## src/rtl/hazard_ctrl.sv

```systemverilog
// hazard_ctrl: central stall/flush generator for the pipeline register bank.
// Resolves load-use hazards, taken branches, MEM traps and I/D-cache misses in one
// place. A small FSM remembers the multi-cycle conditions; every pipeline control
// output is combinational from that state plus the current inputs.
module hazard_ctrl #(
    parameter int REG_ADDR_W = 5,
    parameter int CNT_W      = 32
) (
    input  logic                  clk,
    input  logic                  rst,
    input  logic [REG_ADDR_W-1:0] id_rs1,
    input  logic [REG_ADDR_W-1:0] id_rs2,
    input  logic                  id_use_rs1,
    input  logic                  id_use_rs2,
    input  logic [REG_ADDR_W-1:0] ex_rd,
    input  logic                  ex_mem_read,
    input  logic                  ex_branch_taken,
    input  logic                  mem_trap,
    input  logic                  icache_miss,
    input  logic                  icache_ready,
    input  logic                  dcache_miss,
    input  logic                  dcache_ready,
    output logic                  pc_stall,
    output logic [1:0]            pc_redirect,
    output logic                  icache_abort,
    output logic                  stall_if_id,
    output logic                  stall_id_ex,
    output logic                  stall_ex_mem,
    output logic                  stall_mem_wb,
    output logic                  flush_if_id,
    output logic                  flush_id_ex,
    output logic                  flush_ex_mem,
    output logic                  flush_mem_wb,
    output logic [CNT_W-1:0]      stall_cycles,
    output logic [CNT_W-1:0]      redirect_count
);

    typedef enum logic [1:0] {
        ST_RUN   = 2'd0,
        ST_IMISS = 2'd1,
        ST_DMISS = 2'd2,
        ST_TRAP  = 2'd3
    } state_t;

    localparam logic [1:0] REDIR_NONE   = 2'b00;
    localparam logic [1:0] REDIR_BRANCH = 2'b01;
    localparam logic [1:0] REDIR_TRAP   = 2'b10;

    // Bit positions inside the boundary vectors (upstream boundary is the MSB).
    localparam int B_IF_ID  = 3;
    localparam int B_ID_EX  = 2;
    localparam int B_EX_MEM = 1;
    localparam int B_MEM_WB = 0;

    state_t           state_q, state_d;
    logic [CNT_W-1:0] stall_cycles_q, stall_cycles_d;
    logic [CNT_W-1:0] redirect_count_q, redirect_count_d;

    logic             rs1_hit, rs2_hit, load_use;
    logic             dmiss_now, fetch_wait;

    logic             pc_stall_raw;
    logic [1:0]       redirect_raw;
    logic             abort_raw;
    logic [3:1]       stall_raw;
    logic [3:0]       flush_raw;

    logic [3:1]       stall_vec;
    logic [3:0]       flush_vec;

    // Load in EX whose destination is read by the instruction in ID; x0 never hazards.
    always_comb begin
        rs1_hit  = id_use_rs1 && (id_rs1 == ex_rd);
        rs2_hit  = id_use_rs2 && (id_rs2 == ex_rd);
        load_use = ex_mem_read && (ex_rd != '0) && (rs1_hit || rs2_hit);
    end

    // Miss qualifiers: a miss reported together with ready is a hit-after-miss and costs nothing.
    always_comb begin
        dmiss_now  = dcache_miss && !dcache_ready;
        fetch_wait = (state_q == ST_IMISS) ? !icache_ready
                                           : (icache_miss && !icache_ready);
    end

    // Prioritised hazard resolution: D-miss, trap, branch, load-use, I-miss.
    always_comb begin
        state_d      = state_q;
        pc_stall_raw = 1'b0;
        redirect_raw = REDIR_NONE;
        abort_raw    = 1'b0;
        stall_raw    = '0;
        flush_raw    = '0;

        unique case (state_q)
            ST_DMISS: begin
                // Everything else is held by its source while the data refill is pending.
                if (dcache_ready) begin
                    state_d = ST_RUN;
                end else begin
                    pc_stall_raw         = 1'b1;
                    stall_raw[B_IF_ID]   = 1'b1;
                    stall_raw[B_ID_EX]   = 1'b1;
                    stall_raw[B_EX_MEM]  = 1'b1;
                    flush_raw[B_MEM_WB]  = 1'b1;
                end
            end

            ST_TRAP: begin
                // The fetch issued before the redirect took effect must be killed.
                flush_raw[B_IF_ID] = 1'b1;
                state_d            = ST_RUN;
            end

            ST_RUN, ST_IMISS: begin
                if (dmiss_now) begin
                    pc_stall_raw        = 1'b1;
                    stall_raw[B_IF_ID]  = 1'b1;
                    stall_raw[B_ID_EX]  = 1'b1;
                    stall_raw[B_EX_MEM] = 1'b1;
                    flush_raw[B_MEM_WB] = 1'b1;
                    state_d             = ST_DMISS;
                end else if (mem_trap) begin
                    flush_raw[B_IF_ID]  = 1'b1;
                    flush_raw[B_ID_EX]  = 1'b1;
                    flush_raw[B_EX_MEM] = 1'b1;
                    redirect_raw        = REDIR_TRAP;
                    abort_raw           = (state_q == ST_IMISS);
                    state_d             = ST_TRAP;
                end else if (ex_branch_taken) begin
                    flush_raw[B_IF_ID]  = 1'b1;
                    flush_raw[B_ID_EX]  = 1'b1;
                    redirect_raw        = REDIR_BRANCH;
                    abort_raw           = (state_q == ST_IMISS);
                    state_d             = ST_RUN;
                end else begin
                    if (load_use) begin
                        // Keep the ID instruction (no IF/ID flush) and insert one bubble into EX.
                        pc_stall_raw       = 1'b1;
                        stall_raw[B_IF_ID] = 1'b1;
                        flush_raw[B_ID_EX] = 1'b1;
                    end else if (fetch_wait) begin
                        pc_stall_raw       = 1'b1;
                        flush_raw[B_IF_ID] = 1'b1;
                    end
                    state_d = fetch_wait ? ST_IMISS : ST_RUN;
                end
            end

            default: begin
                state_d = ST_RUN;
            end
        endcase
    end

    // Output stage: flush wins over stall on a boundary, and reset silences everything.
    always_comb begin
        flush_vec = rst ? 4'b0000 : flush_raw;
        stall_vec = rst ? 3'b000  : (stall_raw & ~flush_raw[3:1]);

        pc_stall     = rst ? 1'b0 : pc_stall_raw;
        pc_redirect  = rst ? REDIR_NONE : redirect_raw;
        icache_abort = rst ? 1'b0 : abort_raw;

        stall_if_id  = stall_vec[B_IF_ID];
        stall_id_ex  = stall_vec[B_ID_EX];
        stall_ex_mem = stall_vec[B_EX_MEM];
        stall_mem_wb = 1'b0;

        flush_if_id  = flush_vec[B_IF_ID];
        flush_id_ex  = flush_vec[B_ID_EX];
        flush_ex_mem = flush_vec[B_EX_MEM];
        flush_mem_wb = flush_vec[B_MEM_WB];
    end

    // Performance counters accumulate this cycle's final outputs and wrap naturally.
    always_comb begin
        stall_cycles_d   = stall_cycles_q + {{(CNT_W-1){1'b0}}, pc_stall};
        redirect_count_d = redirect_count_q + {{(CNT_W-1){1'b0}}, (pc_redirect != REDIR_NONE)};
        stall_cycles     = stall_cycles_q;
        redirect_count   = redirect_count_q;
    end

    // State and counter registers with synchronous reset.
    always_ff @(posedge clk) begin
        if (rst) begin
            state_q          <= ST_RUN;
            stall_cycles_q   <= '0;
            redirect_count_q <= '0;
        end else begin
            state_q          <= state_d;
            stall_cycles_q   <= stall_cycles_d;
            redirect_count_q <= redirect_count_d;
        end
    end

endmodule

```

## config.mk

```make
export PLATFORM = sky130hd
export DESIGN_NAME = hazard_ctrl
export DESIGN_NICKNAME = d
export VERILOG_FILES = /design/src/rtl/hazard_ctrl.sv
export SDC_FILE = /design/constraint.sdc
export NUM_CORES = 1
export LEC_CHECK = 0
export ABC_AREA = 1
export CORE_MARGIN = 8
export CORE_UTILIZATION = 54
export CTS_BUF_LIST = sky130_fd_sc_hd__clkbuf_4 sky130_fd_sc_hd__clkbuf_8
export CTS_CLUSTER_DIAMETER = 200
export DETAILED_ROUTE_END_ITERATION = 10
export PLACE_DENSITY = 0.86
export SETUP_SLACK_MARGIN = 0.05
export SLEW_MARGIN = 20
export SYNTH_ARGS = -nofsm -noshare
export SYNTH_HDL_FRONTEND = slang
export SYNTH_SLANG_ARGS = --single-unit
```

## constraint.sdc

```tcl
create_clock -name clk -period 3.57 [get_ports clk]
set_input_delay 0.714 -clock clk [delete_from_list [all_inputs] [get_ports clk]]
set_output_delay 0.714 -clock clk [all_outputs]
set_load 0.01 [all_outputs]
```

==> impl_metrics.sql <==
INSERT INTO impl_metrics (metric_group, metric, value, unit) VALUES
('yosys', 'ys_types', '41', ''),
('yosys', 'synth-simple-area-share', '40.4', '%'),
('timing', 'layout_worst_path_cycle_share', '91.8', '%'),
('yosys', 'yosys_warnings', '0', ''),
('layout', 'drive_above_1_share', '7.50', '%'),
('floorplanning', 'floorplan.die.height', '100', 'um'),
('critical_path', 'timing.critical_path.required', '2.86', 'ns'),
('layout', 'sequential_cell_area', '1320', 'um^2'),
('floorplanning', 'die_area', '10000', 'um^2'),
('critical_path', 'critical_path.most_common_cell', 'nand2_1', ''),
('yosys', 'ys_top_cells_by_area', 'dfxtp_1 35%, nand2_1 14%, inv_1 8.9%', ''),
('layout', 'fillers', '567', ''),
('yosys', 'synth_edf_count', '0', ''),
('floorplanning', 'initial_core_util', '56.0', '%'),
('critical_path', 'timing.critical_path.to_type', 'primary output', ''),
('power_and_ir_drop', 'ir_worst_vdd', '0.275', 'mV'),
('route', 'vias_per_cell', '5.32', ''),
('floorplanning', 'std_cell_rows', '30', ''),
('run', 'max-cap-violations', '0', ''),
('yosys', 'synth.cell_area', '3830', 'um^2'),
('layout', 'multi_input_area', '2090', 'um^2'),
('clock_tree', 'cts.path.max_buffers', '2', ''),
('route', 'routed_wire_length_per_instance', '14.1', 'um'),
('route', 'first_iter_violations', '254', ''),
('timing', 'finalHoldWorstSlack', '0.483', 'ns'),
('clock_tree', 'cts_num_sinks', '66', ''),
('clock_tree', 'post_cts.resized_instances', '0', ''),
('critical_path', 'critPathMaxFanout', '3', ''),
('yosys', 'post_synth_fa_ha_maj_area_fraction', '1.31', '%'),
('place', 'post-dp-hpwl', '8860', 'um'),
('critical_path', 'chain_of_cells_forming_the_critical_path', 'clkdlybuf4s50_1 -> inv_1 -> nand4_1 -> o21ai_0 -> inv_1 -> nand2_1 -> nand2_1 -> nand2_1 -> nand2_1 -> a21oi_1 -> clkdlybuf4s50_1', ''),
('timing', 'drv_slew', '0', ''),
('timing', 'setup_repair_after_global_routing_missed_its_margin', 'no', ''),
('global_routing', 'use_met2', '37.8', '%'),
('clock_tree', 'cts_post_setup_buffers_inserted', '0', ''),
('global_routing', 'grt_overflow_total', '0', ''),
('timing', 'hold_viol_final', '0', ''),
('yosys', 'post_synth.cell_area_avg', '6.42', 'um^2'),
('yosys', 'ys.flop_type', 'dfxtp_1', ''),
('critical_path', 'worst_ep_arrival_time', '2.56', 'ns'),
('run_status', 'status', 'finished clean', ''),
('critical_path', 'worst-setup-path-type', 'primary input to primary output', ''),
('global_routing', 'gr-usage-met3', '8.65', '%'),
('timing', 'fin_skew', '0.0135', 'ns'),
('layout', 'layout.nets', '733', ''),
('global_routing', 'grt.busiest_layer', 'met2', ''),
('global_routing', 'grt_util_met1', '26.9', '%'),
('yosys', 'synth_xor_area_share', '2.52', '%'),
('clock_tree', 'ctsRootBufferMaster', 'clkbuf_8', ''),
('yosys', 'yosysTopAreaCellShare', '34.5', '%'),
('critical_path', 'cp_top_family', 'buffers and inverters', ''),
('yosys', 'synthDominantAreaCellType', 'dfxtp_1', ''),
('place', 'placed_area', '4950', 'um^2'),
('clock_tree', 'cts_buffers', '9', ''),
('route', 'final_antenna_net_count', '0', ''),
('layout', 'area_delta_synth_final', '35.2', '%'),
('route', 'number_of_vias_after_detailed_routing', '4270', ''),
('yosys', 'synth_top_family_by_area', 'simple AND/OR/NAND/NOR gates', ''),
('floorplanning', 'top_level_ports', '102', ''),
('clock_tree', 'path_clk_slew', '0.06', 'ns'),
('yosys', 'asyncSetResetFlopFracSynth', '0', '%'),
('timing', 'finalCriticalPeriod', '3.28', 'ns'),
('global_routing', 'grt_antenna_before_repair', '0', ''),
('yosys', 'post_synth_mux_area_share', '0', '%'),
('yosys', 'post_synth_most_frequent_cells', '145 x nand2_1, 91 x inv_1, 71 x nor2_1', ''),
('floorplanning', 'die_x', '100', 'um'),
('clock_tree', 'hold_fix_buffers_cts', '0', ''),
('layout', 'diodes', '0', ''),
('yosys', 'synth-seq-area-share', '34.5', '%'),
('clock_tree', 'cts_tree', 'done', ''),
('clock_tree', 'insertion_delay', '0.34', 'ns');
==> cells in the final DEF (no fill, tap or decap), types with 2 or more instances in the layout <==
master / n
o21ai_0: 21
bufinv_16: 2
clkbuf_8: 11
nor2_2: 7
nand3_1: 24
nor4_2: 2
nor3b_1: 2
ha_1: 4
xor2_1: 9
nand4_1: 18
nor4_1: 5
nor3_2: 4
a21oi_1: 44
xnor2_1: 2
nand2_2: 3
inv_2: 8
nor3_1: 27
clkdlybuf4s50_1: 99
buf_4: 5
o21ai_1: 3
clkbuf_4: 2
or2_2: 2
or2_0: 9
dfxtp_1: 66
inv_1: 91
nand2_1: 145
nor2_8: 2
nand3b_1: 3
nor2_1: 71
o21a_1: 2
==> kinds of logic (layout without fill, tap and decap cells) <==
family / count (synthesis) / in the layout
XOR/XNOR: 11 / 11
flip-flops: 66 / 66
AND/OR/NAND/NOR: 330 / 330
adder cells (fa/ha/maj): 4 / 4
buffers and inverters: 109 / 220
AO/OA/AOI/OAI: 75 / 75
other: 1 / 1
==> routing by layer <==
layer	vias to the layer above	wire length, um
li1	2117	-
met1	1947	4790
met2	186	5180
met3	20	1170
met4	0	196
met5	-	0
==> metrics by stage <==
stage	util, %	worst slack, ns
2_1_floorplan	-	0.802
3_3_place_gp	72.4	0.145
3_5_place_dp	72.4	0.0856
4_1_cts	75.7	0.160
5_1_grt	75.8	0.0522
6_report	75.8	0.292
==> report_power, final <==
part / switching [W] / internal, W / leakage [nW]
registers: 0.00000515 / 0.000742 / 0.532
clock network: 0.000281 / 0.000444 / 0.117
logic: 0.0000672 / 0.0000657 / 1.38
==> worst paths after layout <==
| kind | end | start | slack, ns | cells past startpoint |
|---|---|---|---|---|
| max reg2reg | stall_cycles[25] | state_q[0] | 1.11 | 17 |
| min | stall_cycles[31] | stall_cycles[31] | 0.48 | 2 |
| max | flush_if_id | ex_rd[1] | 0.29 | 11 |
| min reg2reg | stall_cycles[31] | stall_cycles[31] | 0.48 | 2 |
==> sequential cells by signal, indices dropped and copies added, names as in the netlist <==
name	cells
redirect_count	32
stall_cycles	32
state_q	2
==> worst register-to-register path: stages (launching register included) <==
cell and delay [ns]:
dfxtp_1 0.34, inv_1 0.07, nor2_1 0.10, nor2_1 0.05, nor2_1 0.19, inv_1 0.07
o211ai_1 0.24, ha_1 0.22, nand2_1 0.08, nor2_2 0.14, inv_2 0.10, nor2_8 0.14
nand2_4 0.09, nor2_8 0.13, inv_2 0.06, nor2_4 0.11, nand2_2 0.06, o21a_1 0.18
==> final cells by class <==
type | count | area share, %
Clock buffer | 13 | 3.22
Clock inverter | 2 | 1.16
Inverter | 100 | 7.25
Multi-Input combinational cell | 421 | 40.4
Sequential cell | 66 | 25.5
Tap cell | 96 | 2.32
Timing Repair Buffer | 105 | 20.1
Power figures use the tool's default switching activity.
